## config.mk

```make
export PLATFORM = sky130hd
export DESIGN_NAME = axi_lite_xbar_n
export DESIGN_NICKNAME = d
export VERILOG_FILES = /design/src/rtl/axi_lite_pkg.sv /design/src/rtl/axi_lite_addr_dec.sv /design/src/rtl/axi_lite_xbar_n.sv
export SDC_FILE = /design/constraint.sdc
export NUM_CORES = 1
export LEC_CHECK = 0
export BUFFER_PORTS_ARGS = -buffer_cell sky130_fd_sc_hd__buf_2
export CAP_MARGIN = 20
export CORE_AREA = 2 2 236 238
export DETAILED_ROUTE_END_ITERATION = 12
export DIE_AREA = 0 0 238 240
export PLACE_DENSITY = 0.33
export SLEW_MARGIN = 15
export SYNTH_ARGS = -nofsm -noshare
export SYNTH_HDL_FRONTEND = slang
export SYNTH_SLANG_ARGS = --single-unit
```

## constraint.sdc

```tcl
create_clock -name clock -period 2.75 [get_ports clock]
set_input_delay 0.1375 -clock clock [delete_from_list [all_inputs] [get_ports clock]]
set_output_delay 0.1375 -clock clock [all_outputs]
set_load 0.02 [all_outputs]
```

## src/rtl/axi_lite_pkg.sv

```systemverilog
// Shared AXI4-Lite constants: response codes and routing FSM state encodings.
package axi_lite_pkg;

  localparam logic [1:0] RESP_OKAY   = 2'b00;
  localparam logic [1:0] RESP_SLVERR = 2'b10;
  localparam logic [1:0] RESP_DECERR = 2'b11;

  localparam logic [1:0] R_IDLE = 2'd0;
  localparam logic [1:0] R_ADDR = 2'd1;
  localparam logic [1:0] R_DATA = 2'd2;

  localparam logic [1:0] W_IDLE = 2'd0;
  localparam logic [1:0] W_ADDR = 2'd1;
  localparam logic [1:0] W_RESP = 2'd2;

endpackage

```

## src/rtl/axi_lite_addr_dec.sv

```systemverilog
// Base/mask address decoder: one-hot select of the lowest-index matching slave,
// miss when no slave window contains the address.
module axi_lite_addr_dec #(
  parameter int                        N_SLV    = 3,
  parameter int                        ADDR_W   = 32,
  parameter logic [N_SLV*ADDR_W-1:0]   SLV_BASE = {32'h02000000, 32'ha0000000, 32'h80000000},
  parameter logic [N_SLV*ADDR_W-1:0]   SLV_MASK = {32'hffff0000, 32'hfffff000, 32'hf8000000}
) (
  input  logic [ADDR_W-1:0] addr,
  output logic [N_SLV-1:0]  sel,
  output logic              miss
);

  logic hit;

  always_comb begin
    sel = '0;
    hit = 1'b0;
    for (int i = 0; i < N_SLV; i++) begin
      if (!hit && ((addr & SLV_MASK[i*ADDR_W +: ADDR_W]) == SLV_BASE[i*ADDR_W +: ADDR_W])) begin
        sel[i] = 1'b1;
        hit    = 1'b1;
      end
    end
    miss = !hit;
  end

endmodule

```

## src/rtl/axi_lite_xbar_n.sv

```systemverilog
// 1-master to N-slave AXI4-Lite router with independent read/write FSMs that
// latch the decoded target at address acceptance; unmapped accesses get DECERR.
import axi_lite_pkg::*;

module axi_lite_xbar_n #(
  parameter int                        N_SLV    = 3,
  parameter int                        ADDR_W   = 32,
  parameter int                        DATA_W   = 32,
  parameter int                        STRB_W   = 8,
  parameter logic [N_SLV*ADDR_W-1:0]   SLV_BASE = {32'h02000000, 32'ha0000000, 32'h80000000},
  parameter logic [N_SLV*ADDR_W-1:0]   SLV_MASK = {32'hffff0000, 32'hfffff000, 32'hf8000000}
) (
  input  logic                      clock,
  input  logic                      reset,
  input  logic [ADDR_W-1:0]         i_axi_araddr,
  input  logic                      i_axi_arvalid,
  output logic                      o_axi_arready,
  output logic [DATA_W-1:0]         o_axi_rdata,
  output logic [1:0]                o_axi_rresp,
  output logic                      o_axi_rvalid,
  input  logic                      i_axi_rready,
  input  logic [ADDR_W-1:0]         i_axi_awaddr,
  input  logic                      i_axi_awvalid,
  output logic                      o_axi_awready,
  input  logic [DATA_W-1:0]         i_axi_wdata,
  input  logic [STRB_W-1:0]         i_axi_wstrb,
  input  logic                      i_axi_wvalid,
  output logic                      o_axi_wready,
  output logic [1:0]                o_axi_bresp,
  output logic                      o_axi_bvalid,
  input  logic                      i_axi_bready,
  output logic [N_SLV*ADDR_W-1:0]   o_axi_s_araddr,
  output logic [N_SLV-1:0]          o_axi_s_arvalid,
  input  logic [N_SLV-1:0]          i_axi_s_arready,
  input  logic [N_SLV*DATA_W-1:0]   i_axi_s_rdata,
  input  logic [N_SLV*2-1:0]        i_axi_s_rresp,
  input  logic [N_SLV-1:0]          i_axi_s_rvalid,
  output logic [N_SLV-1:0]          o_axi_s_rready,
  output logic [N_SLV*ADDR_W-1:0]   o_axi_s_awaddr,
  output logic [N_SLV-1:0]          o_axi_s_awvalid,
  input  logic [N_SLV-1:0]          i_axi_s_awready,
  output logic [N_SLV*DATA_W-1:0]   o_axi_s_wdata,
  output logic [N_SLV*STRB_W-1:0]   o_axi_s_wstrb,
  output logic [N_SLV-1:0]          o_axi_s_wvalid,
  input  logic [N_SLV-1:0]          i_axi_s_wready,
  input  logic [N_SLV*2-1:0]        i_axi_s_bresp,
  input  logic [N_SLV-1:0]          i_axi_s_bvalid,
  output logic [N_SLV-1:0]          o_axi_s_bready,
  output logic [1:0]                o_dbg_r_state,
  output logic [1:0]                o_dbg_w_state
);

  // Handshakes: a transfer happens on a clock edge where valid and ready are
  // both 1; valid never waits on ready, and a raised valid holds until accepted.

  logic [N_SLV-1:0]  ar_sel, aw_sel;
  logic              ar_miss, aw_miss;

  logic [1:0]        r_state_q;
  logic [ADDR_W-1:0] araddr_q;
  logic [N_SLV-1:0]  r_sel_q;
  logic              r_err_q;

  logic [1:0]        w_state_q;
  logic [ADDR_W-1:0] awaddr_q;
  logic [N_SLV-1:0]  w_sel_q;
  logic              w_err_q;
  logic              aw_done_q, w_done_q;
  logic              aw_rdy, w_rdy, aw_done_n, w_done_n;

  axi_lite_addr_dec #(.N_SLV(N_SLV), .ADDR_W(ADDR_W), .SLV_BASE(SLV_BASE), .SLV_MASK(SLV_MASK))
    u_ar_dec (.addr(i_axi_araddr), .sel(ar_sel), .miss(ar_miss));

  axi_lite_addr_dec #(.N_SLV(N_SLV), .ADDR_W(ADDR_W), .SLV_BASE(SLV_BASE), .SLV_MASK(SLV_MASK))
    u_aw_dec (.addr(i_axi_awaddr), .sel(aw_sel), .miss(aw_miss));

  assign o_dbg_r_state = r_state_q;
  assign o_dbg_w_state = w_state_q;

  always_ff @(posedge clock or negedge reset) begin
    if (!reset) begin
      r_state_q <= R_IDLE;
      araddr_q  <= '0;
      r_sel_q   <= '0;
      r_err_q   <= 1'b0;
    end else begin
      case (r_state_q)
        R_IDLE: if (i_axi_arvalid) begin
          araddr_q  <= i_axi_araddr;
          r_sel_q   <= ar_sel;
          r_err_q   <= ar_miss;
          r_state_q <= R_ADDR;
        end
        R_ADDR: if (o_axi_arready) r_state_q <= R_DATA;
        R_DATA: if (o_axi_rvalid && i_axi_rready) r_state_q <= R_IDLE;
        default: r_state_q <= R_IDLE;
      endcase
    end
  end

  // r_sel_q is all-zero for the error target, so slave-side gating needs no r_err_q term.
  always_comb begin
    o_axi_s_arvalid = '0;
    o_axi_s_araddr  = '0;
    o_axi_s_rready  = '0;
    o_axi_arready   = 1'b0;
    o_axi_rvalid    = 1'b0;
    o_axi_rdata     = '0;
    o_axi_rresp     = RESP_OKAY;
    case (r_state_q)
      R_ADDR: begin
        o_axi_arready   = r_err_q | (|(i_axi_s_arready & r_sel_q));
        o_axi_s_arvalid = r_sel_q;
        for (int i = 0; i < N_SLV; i++)
          if (r_sel_q[i]) o_axi_s_araddr[i*ADDR_W +: ADDR_W] = araddr_q;
      end
      R_DATA: begin
        if (r_err_q) begin
          o_axi_rvalid = 1'b1;
          o_axi_rresp  = RESP_DECERR;
        end else begin
          o_axi_rvalid   = |(i_axi_s_rvalid & r_sel_q);
          o_axi_s_rready = r_sel_q & {N_SLV{i_axi_rready}};
          for (int i = 0; i < N_SLV; i++)
            if (r_sel_q[i]) begin
              o_axi_rdata = i_axi_s_rdata[i*DATA_W +: DATA_W];
              o_axi_rresp = i_axi_s_rresp[i*2 +: 2];
            end
        end
      end
      default: ;
    endcase
  end

  assign aw_rdy    = w_err_q | (|(i_axi_s_awready & w_sel_q));
  assign w_rdy     = w_err_q | (|(i_axi_s_wready & w_sel_q));
  assign aw_done_n = aw_done_q | o_axi_awready;
  assign w_done_n  = w_done_q | (o_axi_wready & i_axi_wvalid);

  always_ff @(posedge clock or negedge reset) begin
    if (!reset) begin
      w_state_q <= W_IDLE;
      awaddr_q  <= '0;
      w_sel_q   <= '0;
      w_err_q   <= 1'b0;
      aw_done_q <= 1'b0;
      w_done_q  <= 1'b0;
    end else begin
      case (w_state_q)
        W_IDLE: if (i_axi_awvalid) begin
          awaddr_q  <= i_axi_awaddr;
          w_sel_q   <= aw_sel;
          w_err_q   <= aw_miss;
          aw_done_q <= 1'b0;
          w_done_q  <= 1'b0;
          w_state_q <= W_ADDR;
        end
        W_ADDR: begin
          if (aw_done_n && w_done_n) begin
            aw_done_q <= 1'b0;
            w_done_q  <= 1'b0;
            w_state_q <= W_RESP;
          end else begin
            aw_done_q <= aw_done_n;
            w_done_q  <= w_done_n;
          end
        end
        W_RESP: if (o_axi_bvalid && i_axi_bready) w_state_q <= W_IDLE;
        default: w_state_q <= W_IDLE;
      endcase
    end
  end

  // AW is replayed from the latched address; W is forwarded live from the master.
  always_comb begin
    o_axi_s_awvalid = '0;
    o_axi_s_awaddr  = '0;
    o_axi_s_wvalid  = '0;
    o_axi_s_wdata   = '0;
    o_axi_s_wstrb   = '0;
    o_axi_s_bready  = '0;
    o_axi_awready   = 1'b0;
    o_axi_wready    = 1'b0;
    o_axi_bvalid    = 1'b0;
    o_axi_bresp     = RESP_OKAY;
    case (w_state_q)
      W_ADDR: begin
        o_axi_awready = !aw_done_q && aw_rdy;
        o_axi_wready  = !w_done_q && w_rdy;
        if (!aw_done_q) o_axi_s_awvalid = w_sel_q;
        if (!w_done_q && i_axi_wvalid) o_axi_s_wvalid = w_sel_q;
        for (int i = 0; i < N_SLV; i++)
          if (w_sel_q[i]) begin
            if (!aw_done_q) o_axi_s_awaddr[i*ADDR_W +: ADDR_W] = awaddr_q;
            if (!w_done_q) begin
              o_axi_s_wdata[i*DATA_W +: DATA_W] = i_axi_wdata;
              o_axi_s_wstrb[i*STRB_W +: STRB_W] = i_axi_wstrb;
            end
          end
      end
      W_RESP: begin
        if (w_err_q) begin
          o_axi_bvalid = 1'b1;
          o_axi_bresp  = RESP_DECERR;
        end else begin
          o_axi_bvalid   = |(i_axi_s_bvalid & w_sel_q);
          o_axi_s_bready = w_sel_q & {N_SLV{i_axi_bready}};
          for (int i = 0; i < N_SLV; i++)
            if (w_sel_q[i]) o_axi_bresp = i_axi_s_bresp[i*2 +: 2];
        end
      end
      default: ;
    endcase
  end

endmodule

```

==> run_summary.xml <==
<?xml version="1.0" encoding="UTF-8"?>
<metrics>
  <group name="status">
    <metric name="status" unit="">complete, no violations</metric>
  </group>
  <group name="sta">
    <metric name="headroom_to_the_max_slew_limit" unit="%">39.1</metric>
    <metric name="timing.clock.skew" unit="ps">7.90</metric>
    <metric name="final_slew_violations" unit="">0</metric>
    <metric name="hold_violations" unit="">0</metric>
    <metric name="setup_tns" unit="ps">0</metric>
    <metric name="timing.final.crit_period" unit="ps">2380</metric>
    <metric name="clock.fmax" unit="MHz">420</metric>
    <metric name="setup_ws" unit="ps">368</metric>
    <metric name="grt_setup_unrepaired" unit="">no</metric>
    <metric name="worstMarginPinSlew" unit="ps">911</metric>
    <metric name="period_share" unit="%">86.6</metric>
    <metric name="finalSetupViolCount" unit="">0</metric>
  </group>
  <group name="synth">
    <metric name="synth_adder_area_share" unit="%">0</metric>
    <metric name="synth_flop_cell" unit="">sky130_fd_sc_hd__dfrtp_1</metric>
    <metric name="synth-xor-area-share" unit="%">0</metric>
    <metric name="number_of_enable_type_register_cells_in_the_synthesized_netlist" unit="">0</metric>
    <metric name="ys_seq_elements" unit="">78</metric>
    <metric name="synth_cell_types" unit="">45</metric>
    <metric name="post_synth.cell_area_avg" unit="µm²">6.84</metric>
    <metric name="post_synth_and_or_nand_nor_area_fraction" unit="%">54.5</metric>
    <metric name="synth.mux.area_fraction" unit="%">0.156</metric>
    <metric name="post_synthesis_compound_gate_area_fraction" unit="%">8.54</metric>
    <metric name="async_flop_share" unit="%">100</metric>
    <metric name="synth_warnings" unit="">0</metric>
    <metric name="synth_top_family_by_area" unit="">simple AND/OR/NAND/NOR gates</metric>
    <metric name="post_synth_instance_area" unit="µm²">6410</metric>
    <metric name="synthesis.nets" unit="">1171</metric>
    <metric name="synth.yosys.seq_area_share" unit="%">30.4</metric>
    <metric name="synth_cells" unit="">937</metric>
  </group>
  <group name="critical_path">
    <metric name="reg2reg_to" unit="">araddr_q[18]$_DFFE_PN0P_</metric>
    <metric name="critical-path-slowest-cell" unit="">sky130_fd_sc_hd__nor2_4</metric>
    <metric name="timing.critical_path.fanout_max" unit="">33</metric>
    <metric name="timing.reg2reg.worst_path_depth" unit="">5</metric>
    <metric name="timing.critical_path.arrival" unit="ps">2240</metric>
    <metric name="regToRegSetupSlack" unit="ps">860</metric>
    <metric name="timing.critical_path.max_delay_family" unit="">simple AND/OR/NAND/NOR gates</metric>
    <metric name="endpoint_kind" unit="">output pin</metric>
    <metric name="startpoint_type" unit="">flop</metric>
    <metric name="timing_worst_setup_path_type" unit="">reg -&gt; out</metric>
    <metric name="cp_num_buf_inv" unit="">2</metric>
    <metric name="crit_path_cell_trace" unit="">nor2b_1, buf_4, nand2_4, nor2_4, and2_1, buf_2</metric>
    <metric name="worst_ep_required_time" unit="ps">2610</metric>
    <metric name="rr_startpoint" unit="">o_dbg_r_state[1]$_DFFE_PN0P_</metric>
    <metric name="critPathMaxStageDelay" unit="ps">580</metric>
  </group>
  <group name="floorplan">
    <metric name="floorplan.die_area" unit="µm²">57100</metric>
    <metric name="floorplan.core_area" unit="µm²">54700</metric>
    <metric name="initial_core_util" unit="%">11.7</metric>
    <metric name="boundaryPins" unit="">606</metric>
    <metric name="die_boundary_width" unit="µm">238</metric>
    <metric name="die_height" unit="µm">240</metric>
    <metric name="floorplan.rows" unit="">86</metric>
  </group>
  <group name="cells_and_area">
    <metric name="numnets_final" unit="">1784</metric>
    <metric name="num_antenna_cells" unit="">0</metric>
    <metric name="mostFrequentLayoutCell" unit="">sky130_fd_sc_hd__buf_2</metric>
    <metric name="fraction_of_layout_instances_using_a_drive_strength_above_1" unit="%">42.1</metric>
    <metric name="final_area" unit="µm²">11100</metric>
    <metric name="final_cell_mix" unit="">604 x sky130_fd_sc_hd__buf_2, 214 x sky130_fd_sc_hd__nand2_1, 139 x sky130_fd_sc_hd__nor2_1, 103 x sky130_fd_sc_hd__and2_1, 99 x sky130_fd_sc_hd__and3_1</metric>
    <metric name="areaGrowthSynthToFinish" unit="%">73.2</metric>
  </group>
  <group name="clock_tree">
    <metric name="skew_pair_late_insertion_delay" unit="ps">380</metric>
    <metric name="clock_sink_count" unit="">78</metric>
    <metric name="cts-htree-levels" unit="">3</metric>
    <metric name="clockBufferDepth" unit="">2</metric>
    <metric name="root_buffer" unit="">sky130_fd_sc_hd__clkbuf_16</metric>
    <metric name="clk_pin_slew" unit="ps">70</metric>
    <metric name="cts_tree" unit="">built</metric>
    <metric name="cts_setup_buffers" unit="">0</metric>
    <metric name="cts-buffers-inserted" unit="">9</metric>
  </group>
  <group name="drt">
    <metric name="routed_wl" unit="µm">38500</metric>
    <metric name="final_antenna_net_count" unit="">0</metric>
    <metric name="drt_first_iter_violations" unit="">533</metric>
    <metric name="wl_per_cell" unit="µm">17.0</metric>
    <metric name="drc_errors" unit="">0</metric>
    <metric name="drt_pre_antenna_iters" unit="">5</metric>
    <metric name="detail_route.vias_per_cell" unit="">3.89</metric>
    <metric name="routed-via-count" unit="">8794</metric>
  </group>
  <group name="placement">
    <metric name="gpl.final_weighted_congestion" unit="">0.845</metric>
    <metric name="port-buffer-count" unit="">605</metric>
    <metric name="placed_area" unit="µm²">10100</metric>
    <metric name="dp_slack" unit="ps">741</metric>
    <metric name="post_dp_hpwl" unit="µm">30100</metric>
  </group>
  <group name="global_routing">
    <metric name="grt_pass1_wl" unit="µm">53800</metric>
    <metric name="antenna_found_initial" unit="">1</metric>
    <metric name="grt_usage" unit="%">12.6</metric>
    <metric name="grt_max_degree" unit="">88</metric>
    <metric name="gr-total-overflow" unit="">0</metric>
    <metric name="grt_pass1_vias" unit="">8112</metric>
  </group>
  <group name="hold_path">
    <metric name="min_path_cells" unit="">3</metric>
    <metric name="timing.hold.worst_endpoint" unit="">araddr_q[31]$_DFFE_PN0P_</metric>
    <metric name="hold_path_class" unit="">in -&gt; reg</metric>
    <metric name="startpoint_of_the_lowest_slack_hold_path" unit="">i_axi_araddr[31]</metric>
  </group>
  <group name="pwr">
    <metric name="design_power_total" unit="mW">6.80</metric>
    <metric name="total_leakage_power" unit="nW">6.62</metric>
    <metric name="power_density" unit="nW/µm²">612</metric>
    <metric name="irDropWorstVdd" unit="V">0.000284</metric>
  </group>
  <group name="job">
    <metric name="cap_violations" unit="">0</metric>
  </group>
</metrics>
flip-flops by register name (all words and copies together) (netlist names):
signal / cells
w_done_q: 1
o_dbg_w_state: 2
r_err_q: 1
r_sel_q: 3
araddr_q: 32
w_sel_q: 3
o_dbg_r_state: 2
aw_done_q: 1
w_err_q: 1
awaddr_q: 32
final cells by class:
class	count	area [µm²]
clock buffer	9	225
multi-input combinational	772	4070
inverter	2	7.51
fill	6337	43600
clock inverter	7	126
timing repair buffer	687	3840
sequential	78	1950
tap	704	881
per-layer routing:
metal	track usage [%]	part of all wire, %
met5	0	0
met3	2.35	5.3
met1	16.6	43
met2	21.0	50
met4	3.43	1.6
cells by family after synthesis:
family / Yosys count
muxes: 1
and+or+nand+nor: 698
DFF: 78
AOI/OAI and AO/OA: 73
buffers and inverters: 87
where the power goes:
part	internal [mW]	total, mW	switching [mW]
registers	1.66	2.36	0.703
logic	1.03	2.96	1.93
clock network	0.900	1.48	0.584
synth_stat cells (2+ instances only):
cell type                  count  area (µm²)
sky130_fd_sc_hd__nor4_1        6        37.5
sky130_fd_sc_hd__nand3b_1      4        30.0
sky130_fd_sc_hd__nor2_4        3        33.8
sky130_fd_sc_hd__and3_1       99         619
sky130_fd_sc_hd__and2_1      103         644
sky130_fd_sc_hd__inv_1         2        7.51
sky130_fd_sc_hd__clkbuf_1     38         143
sky130_fd_sc_hd__nand4_1       2        12.5
sky130_fd_sc_hd__o31ai_1       3        22.5
sky130_fd_sc_hd__nand2b_1     46         288
sky130_fd_sc_hd__nor2_1      139         522
sky130_fd_sc_hd__nor3_1       33         165
sky130_fd_sc_hd__nor2b_1      36         225
sky130_fd_sc_hd__a22o_1        2        17.5
sky130_fd_sc_hd__buf_4         9        67.6
sky130_fd_sc_hd__dfrtp_1      78        1950
sky130_fd_sc_hd__a221oi_1     31         272
sky130_fd_sc_hd__a31oi_1       3        18.8
sky130_fd_sc_hd__nand2_4       3        33.8
sky130_fd_sc_hd__nand2_1     214         803
sky130_fd_sc_hd__a211oi_1      2        15.0
sky130_fd_sc_hd__o21ai_1       2        10.0
sky130_fd_sc_hd__or3_1         2        12.5
sky130_fd_sc_hd__buf_2        36         180
sky130_fd_sc_hd__a22oi_1       4        30.0
sky130_fd_sc_hd__a21oi_1      13        65.1
sky130_fd_sc_hd__o21ai_0       5        25.0
sky130_fd_sc_hd__o21a_1        2        15.0
worst register-to-register path, cell delays in order, from the launching register on:
cell and delay, ps:
sky130_fd_sc_hd__dfrtp_1 460, sky130_fd_sc_hd__nor2_1 140, sky130_fd_sc_hd__nand2_1 550, sky130_fd_sc_hd__buf_4 470, sky130_fd_sc_hd__nand2_1 110, sky130_fd_sc_hd__nand2_1 50
worst max path at each step:
stage | from | slack [ps] | endpoint | cells after the start
2_1_floorplan | o_dbg_r_state[1]$_DFFE_PN0P_ | 1040 | o_axi_rdata[10] | 4
3_3_place_gp | o_dbg_w_state[0]$_DFFE_PN0P_ | 760 | o_axi_s_awaddr[56] | 6
3_5_place_dp | o_dbg_w_state[0]$_DFFE_PN0P_ | 740 | o_axi_s_awaddr[27] | 6
4_1_cts | o_dbg_w_state[0]$_DFFE_PN0P_ | 320 | o_axi_s_awaddr[27] | 6
5_1_grt | o_dbg_w_state[0]$_DFFE_PN0P_ | 190 | o_axi_s_awaddr[93] | 6
6_report | o_dbg_w_state[0]$_DFFE_PN0P_ | 370 | o_axi_s_awaddr[65] | 6
repair_timing:
item / 4_1_cts / 5_1_grt
endpoints found under the hold margin: 88 / 0
resized for setup: 0 / 0
hold buffers: 63 / 0
stage by stage:
step                      std cells  utilization (%)  hold slack [ps]
final                          2259             20.3             47.5
after detailed placement       2180             18.5              119
after floorplan                 937                -             -158
after CTS                      2259             20.3             14.5
after global routing           2259             20.3             71.6
after global placement         2180             18.5              117
Power figures use the tool's default switching activity.
